`src/rtl/pixel_fetch_pkg.sv`:
```
// Shared definitions for the pixel fetch controller.
//   fetch_state_t          : FSM state encoding (IDLE, ISSUE, RELEASE, DONE)
//   DEFAULT_FALLBACK_COLOR : color pushed when a CPU request times out
//   POS_W                  : width of each pixel coordinate
//   pack_pos()             : packs (x, y) into the 32-bit {y, x} position word
package pixel_fetch_pkg;

  typedef enum logic [1:0] {
    ST_IDLE    = 2'd0,
    ST_ISSUE   = 2'd1,
    ST_RELEASE = 2'd2,
    ST_DONE    = 2'd3
  } fetch_state_t;

  localparam logic [23:0] DEFAULT_FALLBACK_COLOR = 24'h000000;
  localparam int          POS_W                  = 16;

  function automatic logic [31:0] pack_pos(input logic [POS_W-1:0] x,
                                           input logic [POS_W-1:0] y);
    return {y, x};
  endfunction

endpackage

```
`src/rtl/pixel_fifo.sv`:
```
// Show-ahead prefetch FIFO holding {color[23:0], eol, eof} entries.
//   clk, rst_n  : clock, asynchronous active-low reset (pointers/occupancy only)
//   flush       : empties the FIFO this cycle; wins over push and pop
//   push, push_data : write one entry (caller never pushes while full)
//   pop         : consume the head entry when out_valid is set
//   out_valid   : head entry present
//   out_data    : head entry, forced to zero while empty
//   full        : DEPTH entries held
module pixel_fifo #(
  parameter int DEPTH = 16,
  parameter int WIDTH = 26
) (
  input  logic             clk,
  input  logic             rst_n,
  input  logic             flush,
  input  logic             push,
  input  logic [WIDTH-1:0] push_data,
  input  logic             pop,
  output logic             out_valid,
  output logic [WIDTH-1:0] out_data,
  output logic             full
);

  localparam int             AW       = $clog2(DEPTH);
  localparam logic [AW:0]    FULL_CNT = (AW+1)'(DEPTH);

  logic [WIDTH-1:0] mem [DEPTH];
  logic [AW-1:0]    wr_ptr_q;
  logic [AW-1:0]    rd_ptr_q;
  logic [AW:0]      count_q;
  logic             pop_ok;

  assign out_valid = (count_q != '0);
  assign full      = (count_q == FULL_CNT);
  assign pop_ok    = pop && out_valid;
  // Zero while empty so storage never needs a reset.
  assign out_data  = out_valid ? mem[rd_ptr_q] : '0;

  always_ff @(posedge clk) begin
    if (push) begin
      mem[wr_ptr_q] <= push_data;
    end
  end

  always_ff @(posedge clk or negedge rst_n) begin
    if (!rst_n) begin
      wr_ptr_q <= '0;
      rd_ptr_q <= '0;
      count_q  <= '0;
    end else if (flush) begin
      wr_ptr_q <= '0;
      rd_ptr_q <= '0;
      count_q  <= '0;
    end else begin
      if (push) begin
        wr_ptr_q <= wr_ptr_q + AW'(1);
      end
      if (pop_ok) begin
        rd_ptr_q <= rd_ptr_q + AW'(1);
      end
      case ({push, pop_ok})
        2'b10:   count_q <= count_q + 1'b1;
        2'b01:   count_q <= count_q - 1'b1;
        default: count_q <= count_q;
      endcase
    end
  end

endmodule

```
`src/rtl/pixel_fetch_ctrl.sv`:
```
// Pixel fetch controller: walks the frame raster, requests each pixel color
// from a CPU over a four-phase PIO handshake and buffers the colors, tagged
// with end-of-line / end-of-frame flags, in a show-ahead prefetch FIFO.
//   clk_clk, reset_reset_n : clock, asynchronous active-low reset
//   frame_start            : restart fetching at pixel (0,0), flushing mid-frame
//   pix_pos, pix_req       : position {y,x} and request towards the CPU
//   pix_color, pix_ack     : color and acknowledge from the CPU
//   out_valid/out_ready    : FIFO head handshake towards scanout
//   out_color/eol/eof      : FIFO head contents
//   timeout_cnt            : saturating count of timed-out requests
// Optional feature: define PIXEL_FETCH_TIMEOUT_EN to give up on a request
// after TIMEOUT cycles and push FALLBACK_COLOR instead; otherwise the
// controller waits indefinitely and timeout_cnt reads zero.
import pixel_fetch_pkg::*;

module pixel_fetch_ctrl #(
  parameter int          H_RES          = 640,
  parameter int          V_RES          = 480,
  parameter int          FIFO_DEPTH     = 16,
  parameter int          TIMEOUT        = 255,
  parameter logic [23:0] FALLBACK_COLOR = DEFAULT_FALLBACK_COLOR
) (
  input  logic        clk_clk,
  input  logic        reset_reset_n,
  input  logic        frame_start,
  output logic [31:0] pix_pos,
  output logic        pix_req,
  input  logic [23:0] pix_color,
  input  logic        pix_ack,
  output logic        out_valid,
  input  logic        out_ready,
  output logic [23:0] out_color,
  output logic        out_eol,
  output logic        out_eof,
  output logic [15:0] timeout_cnt
);

  localparam logic [POS_W-1:0] X_LAST = POS_W'(H_RES - 1);
  localparam logic [POS_W-1:0] Y_LAST = POS_W'(V_RES - 1);

  fetch_state_t     state_q, state_d;
  logic [POS_W-1:0] x_q, y_q;
  logic             restart_q;
  logic             mid_frame;
  logic             is_eol, is_eof;
  logic             accept;
  logic             timeout_fire;
  logic             fifo_full;
  logic             fifo_flush;
  logic             pop;
  logic             push_vld_p0;
  logic [25:0]      push_data_p0;
  logic [25:0]      head_data;

  assign mid_frame = (state_q == ST_ISSUE) || (state_q == ST_RELEASE);
  assign is_eol    = (x_q == X_LAST);
  assign is_eof    = is_eol && (y_q == Y_LAST);
  assign accept    = pix_req && pix_ack;

  // ---- stage p0: CPU color capture into the FIFO ----
  // A frame_start in the capture cycle discards the color.
  assign push_vld_p0  = (accept || timeout_fire) && !frame_start;
  assign push_data_p0 = {(timeout_fire ? FALLBACK_COLOR : pix_color), is_eol, is_eof};
  assign fifo_flush   = frame_start && mid_frame;
  assign pop          = out_valid && out_ready;

  pixel_fifo #(
    .DEPTH (FIFO_DEPTH),
    .WIDTH (26)
  ) u_fifo (
    .clk       (clk_clk),
    .rst_n     (reset_reset_n),
    .flush     (fifo_flush),
    .push      (push_vld_p0),
    .push_data (push_data_p0),
    .pop       (pop),
    .out_valid (out_valid),
    .out_data  (head_data),
    .full      (fifo_full)
  );

  assign {out_color, out_eol, out_eof} = head_data;

  always_ff @(posedge clk_clk or negedge reset_reset_n) begin
    if (!reset_reset_n) begin
      state_q <= ST_IDLE;
    end else begin
      state_q <= state_d;
    end
  end

  always_comb begin
    state_d = state_q;
    case (state_q)
      ST_IDLE, ST_DONE: begin
        if (frame_start) state_d = ST_ISSUE;
      end
      ST_ISSUE: begin
        if (frame_start || accept || timeout_fire) state_d = ST_RELEASE;
      end
      ST_RELEASE: begin
        // A restart lands back in ISSUE at (0,0) rather than DONE.
        if (!frame_start && !pix_ack) begin
          state_d = (is_eof && !restart_q) ? ST_DONE : ST_ISSUE;
        end
      end
      default: state_d = ST_IDLE;
    endcase
  end

  always_comb begin
    pix_req = (state_q == ST_ISSUE) && !fifo_full;
    pix_pos = pack_pos(x_q, y_q);
  end

  // Position advances when RELEASE completes; restart_q marks a release
  // that belongs to a dropped request and must not advance.
  always_ff @(posedge clk_clk or negedge reset_reset_n) begin
    if (!reset_reset_n) begin
      x_q       <= '0;
      y_q       <= '0;
      restart_q <= 1'b0;
    end else if (frame_start) begin
      x_q       <= '0;
      y_q       <= '0;
      restart_q <= mid_frame;
    end else if ((state_q == ST_RELEASE) && !pix_ack) begin
      if (restart_q) begin
        restart_q <= 1'b0;
      end else if (!is_eof) begin
        if (is_eol) begin
          x_q <= '0;
          y_q <= y_q + 1'b1;
        end else begin
          x_q <= x_q + 1'b1;
        end
      end
    end
  end

`ifdef PIXEL_FETCH_TIMEOUT_EN
  localparam int WAIT_W = $clog2(TIMEOUT + 1);

  logic [WAIT_W-1:0] wait_q;
  logic [15:0]       tcnt_q;

  assign timeout_fire = pix_req && !pix_ack && (wait_q == WAIT_W'(TIMEOUT - 1));
  assign timeout_cnt  = tcnt_q;

  always_ff @(posedge clk_clk or negedge reset_reset_n) begin
    if (!reset_reset_n) begin
      wait_q <= '0;
      tcnt_q <= '0;
    end else begin
      if (frame_start || !pix_req || pix_ack || timeout_fire) begin
        wait_q <= '0;
      end else begin
        wait_q <= wait_q + 1'b1;
      end
      if (timeout_fire && !frame_start && (tcnt_q != 16'hFFFF)) begin
        tcnt_q <= tcnt_q + 1'b1;
      end
    end
  end
`else
  logic unused_timeout_cfg;

  assign timeout_fire       = 1'b0;
  assign timeout_cnt        = '0;
  assign unused_timeout_cfg = ^TIMEOUT;
`endif

endmodule
```
`config.mk`:
```
export PLATFORM = sky130hd
export DESIGN_NAME = pixel_fetch_ctrl
export DESIGN_NICKNAME = d
export VERILOG_FILES = /design/src/rtl/pixel_fetch_pkg.sv /design/src/rtl/pixel_fifo.sv /design/src/rtl/pixel_fetch_ctrl.sv
export SDC_FILE = /design/constraint.sdc
export NUM_CORES = 1
export LEC_CHECK = 0
export CAP_MARGIN = 25
export CORE_MARGIN = 1
export CORE_UTILIZATION = 55
export CTS_CLUSTER_DIAMETER = 80
export CTS_CLUSTER_SIZE = 8
export DETAILED_ROUTE_END_ITERATION = 16
export GPL_ROUTABILITY_DRIVEN = 0
export PLACE_DENSITY = 0.72
export SYNTH_ARGS = -nofsm -noshare
export SYNTH_HDL_FRONTEND = slang
export SYNTH_SLANG_ARGS = --single-unit
```
`constraint.sdc`:
```
create_clock -name clk_clk -period 2.85 [get_ports clk_clk]
set_input_delay 0.4275 -clock clk_clk [delete_from_list [all_inputs] [get_ports clk_clk]]
set_output_delay 0.4275 -clock clk_clk [all_outputs]
set_load 0.05 [all_outputs]
```
# Yosys cells after proc, flatten, opt, wreduce, memory -nomap -nowiden
# Memories as Yosys holds them, arrays and structs flattened.
# Index checks and enable logic that the tools add are counted.
# word_totals
regBits	48
wordCells	80
output_inout_bits	76
inputBits	29
mem_count	1
mem_bits_rw	416
# classes
n_reduce_logical	27
add_sub_neg	6
mux	26
eq_ne	13
# mem_list
name	depth	word_bits	read_ports	rd_clocked_by_memory_dff	wr	line	rtl
u_fifo.mem	16	26	1	0	1	pixel_fifo.sv:27	logic [WIDTH-1:0] mem [DEPTH];
# ops
cell	n
two-way mux 16 bit	10
adder 16 x 1 -> 16 bit, second input constant	2
two-way mux 26 bit	1
== test 16 x 10 -> 1 bit, second input constant	1
== test 16 x 9 -> 1 bit, second input constant	1
two-way mux 4 bit	4
logical AND 1 bit	10
one-hot mux 5 bit (2 select lines)	1
adder 4 x 1 -> 4 bit, second input constant	2
two-way mux 2 bit	4
nonzero test 2 bit	4
== test 2 bit, second input constant	3
inequality test 2 bit, second input constant	3
one-hot mux 2 bit (3 select lines)	1
AND reduction 3 bit	2
adder 5 x 1 -> 5 bit, second input constant	1
== test 5 bit, second input constant	1
two-way mux 5 bit	1
nonzero test 5 bit	1
subtractor 5 x 1 -> 5 bit, second input constant	1
== test 2 x 1 -> 1 bit, second input constant	2
zero test 1 bit	4
two-way mux 1 bit	4
inequality test 2 x 1 -> 1 bit, second input constant	2
5 further kinds	6

# Longest topological paths before layout
# logic_depth
ltp_word	8
ltp_mapped	12
ltp_nobuf	12

# Modules after synthesis
# Synthesis repeated with hierarchy kept, for this count alone.
# hier_totals
cells_unflattened	976
area_unflattened_um2	18733.0
# by_module_without_submodules
module	area_each_um2	seq_area_each_um2	n_inst	cells_per_inst
pixel_fifo	16633.5	12817.3	1	747
pixel_fetch_ctrl	2099.5	875.8	1	229

# Worst setup path before layout
# OpenSTA, ideal clock, no wires.
# synth_path
path_type	register to output
start	register u_fifo.rd_ptr_q[1]
end	output port out_color[0]
n_path_buf	3
path_slack_ps	218
path_stages_with_launch	7
t_required_ps	2423
arrival_time_ps	2204
cell_sequence	dfrtp_1 > clkbuf_1 > buf_2 > clkbuf_1 > mux4_2 > mux4_2 > and2_1
# synth_between
elab_chain_cells	2
# synth_lines
item	line	rtl
start, declared	pixel_fifo.sv:29	logic [AW-1:0] rd_ptr_q;
start signal, assigned	pixel_fifo.sv:59	rd_ptr_q <= rd_ptr_q + AW'(1);
memory read (16 x 26 bit)	--	
two-way mux 26 bit	pixel_fifo.sv:37	assign out_data = out_valid ? mem[rd_ptr_q] : '0;
end, declared	pixel_fetch_ctrl.sv:32	output logic [23:0] out_color,
# No other way between the ends.

# Final worst setup path
# layout_path
start	register u_fifo.rd_ptr_q[0]
end	output port out_color[23]
# Same word-level chain as after synthesis.

==> results.md <==
* Status: finished with violations
* Failing checks: negative setup slack
* Avg Cell Area, Syn at 19.8 um^2
* CP Data Required Time at 2.42 ns
* Post-synth EDFFs at between 400 and 500
* Final Cycle Share at 111%
* Seq cells post-synth at 464
* Max capacitance violation total at 0
* Initial Util at 56.0%
* Leak pwr at 7.77 nW
* Nets at about 1,200
* Core area at 33,500 um^2
* Area added between synthesis and finish at 22.8%
* Yosys top cell area share at approximately 66%
* I/O Pins at 105
* CP max stage delay at roughly 0.56 ns
* Total GRT Usage at 24.6%
* Post-route setup slack at -0.322 ns
* Finished Layout Cells at about 1,600
* Clk buf depth at 3
* Largest net degree at the start of global routing at 28
* Vias in the first global route at 10,175
* Setup WS pre-CTS at 0.170 ns
* Global-route wire length before repair at roughly 63,000 um
* VDD IR max at 0.638 mV
* Share of cells above drive strength 1 at 31.5%
* Final Util at around 70%
* Power Density at between 900 and 1000 nW/um^2
* Drt pass-1 iters at 5
* Final Setup Violations at 26
* Clock sinks at 464
* Remaining DRCs at 0
* Final hold violations at 0
* RSZ-0062 raised after global routing: yes
* Final ANT Viol Nets at 0
* Crit Path Max Fanout at 16
* Most used DFF post-synth: edfxtp_1
* Distinct cell type count after synthesis at 54
* Worst EP arrival at 2.74 ns
* CTS tree: built
* Root buffer cell: clkbuf_16
* Initial antenna violation count at 0
* DP Area at 20,800 um^2
* Overflow after GRT at 0
* Worst R2R Setup Slack at around 0.27 ns
* Gate Count Post-Synth at 947
* Cell Chain, Critical Path: buf_12 -> buf_16 -> mux4_2 -> mux4_2 -> and2_4 -> buf_6
* Slowest stage cell, crit path: mux4_2
* Fmax at 315 MHz
* CTS H-Tree Depth at 3
* DR WL/cell at 26.7 um
* Top cells by area, synth: edfxtp_1 66%, mux4_2 16%, dfrtp_1 6.4%
* PortBufs at between 80 and 90
* Die W at around 190 um
* Setup crit end kind: primary output
* CP most frequent cell: mux4_2
* Mapped Area at 18,800 um^2
* CTS clk-pin slew, worst paths at 0.05 ns
* HPWL after detailed placement at 22,200 um
* Ys async rst share at 10.3%
* Total power at 21.7 mW
* Final wirelength at 43,200 um
* Relative slew slack at 61.9%
* Min cycle time layout at 3.17 ns
* Post-Layout Inst Area at 23,100 um^2
* Cell taking the most area after synthesis: edfxtp_1
* Hold WC Path Type: input pin to async pin
* Number of placement rows at 67
* Worst Max-Slew Pin Slew at 0.557 ns
* Full die area at 34,900 um^2
* Cells after DPL at roughly 1,500
* Crit path kind: register to primary output
* Die Ht at 187 um
* Starting DRT DRC Count at 1,117
* DR vias at 9,974
* Worst Skew at 0.0159 ns
* Post-DR vias/cell at 6.18
* Register area share after synthesis at between 70% and 80%
* Max-slew violation count at 0
* Crit start category: register
* Clk_lat worst skew at 0.56 ns
* Synth warn at 0
* CTS buffer count at 67
## sequential cells by signal, summed over array words and instances (netlist names)
signal	count
restart_q	1
u_fifo.mem	416
u_fifo.rd_ptr_q	4
x_q	16
state_q	2
y_q	16
u_fifo.wr_ptr_q	4
u_fifo.count_q	5
## critical path, delay by kind of cell, from the launching register on
kind | cells | cell delay [ns]
flops | 1 | 0.48
simple gates | 1 | 0.18
buf+inv | 3 | 0.48
mux | 2 | 1.05
## kinds of logic (layout without fill, tap and decap cells)
group	count (synthesis)	count (layout)	share of synthesized area [%]
other	1	18	0.0200
DFF	464	464	72.9
xor gates and xnor gates	33	33	1.54
and+or+nand+nor	196	196	5.81
adders and majority gates	11	11	0.732
muxes	134	134	15.8
AOI/OAI and AO/OA	36	36	1.28
buffers and inverters	72	274	1.95
## worst paths after layout
path,from,end,cells past startpoint
max reg2reg,u_fifo.count_q[2]$_DFFE_PN0P_,u_fifo.count_q[4]$_DFFE_PN0P_,10
min reg2reg,state_q[1]$_DFFE_PN0P_,state_q[1]$_DFFE_PN0P_,1
max in group asynchronous,reset_reset_n,y_q[0]$_DFFE_PN0P_,3
min,reset_reset_n,u_fifo.count_q[1]$_DFFE_PN0P_,2
max,u_fifo.rd_ptr_q[0]$_DFFE_PN0P_,out_color[23],6
min in group clk_clk,state_q[1]$_DFFE_PN0P_,state_q[1]$_DFFE_PN0P_,1
## synth_stat cells, drive strengths merged (2+ instances only)
master and count:
nand4b 2, xnor2 4, o21ai 14, inv 10, ha 11, edfxtp 416, or3 3, nor3b 2
o31ai 5, a21oi 5, nand4 19, clkbuf 27, nand2 30, nand3 12, dfrtp 48, and2 41
and4 7, a31oi 2, xor2 29, mux4 130, nor2 52, mux2i 3, buf 35, and3 7
nor4 6, or4 3, nor3 7
## repair_timing
action	CTS	global route
cloned	3	4
pin swaps	0	0
hold buffers	1	0
hold endpoints to repair	20	0
setup endpoints to repair	28	27
resized for setup	51	8
setup buffers	6	0
## report_power, final
group / internal [mW] / switching, mW
Combinational: 3.33 / 3.43
Sequential: 7.62 / 0.205
Clock: 4.33 / 2.73
Total: 15.3 / 6.37
## per-stage QoR
step,hold slack (ns),setup TNS (ns)
2_1_floorplan,0.132,0
3_3_place_gp,0.441,0
3_5_place_dp,0.439,0
4_1_cts,0.385,-7.05
5_1_grt,0.416,-8.26
6_report,0.375,-7.07
## layout make-up
type                    count  area, um^2
clock buffers              90        1780
flip-flops and latches    464       13700
well taps                 448         561
inverters                  10        37.5
diodes                      2        5.00
fillers                  2042       10500
clock inverters             5        62.6
repair buffers            169        2040
multi-input cells         426        4880
## routing by layer
metal | up-vias | routed length, um | GRT usage, % | share of wire [%]
met3 | 75 | 3170 | 4.80 | 7.3
met5 | - | 0 | 0 | 0
li1 | 4191 | - | - | -
met1 | 5223 | 16700 | 33.8 | 39
met4 | 0 | 876 | 8.51 | 2.0
met2 | 485 | 22400 | 40.1 | 52
## layout by cell type (no fill, tap or decap), drive strengths merged, types with 2 or more instances in the layout
cell type / instances
edfxtp: 416
mux4: 130
buf: 104
clkbuf: 94
clkdlybuf4s50: 59
nor2: 52
dfrtp: 48
and2: 41
nand2: 30
xor2: 29
nand4: 19
conb: 16
inv: 14
o21ai: 14
nand3: 12
ha: 11
nor3: 7
and3: 7
and4: 7
nor4: 6
o31ai: 5
a21oi: 5
xnor2: 4
or3: 3
mux2i: 3
or4: 3
diode: 2
nor3b: 2
nand4b: 2
a31oi: 2
No activity file was read; power rests on OpenSTA's default activity.
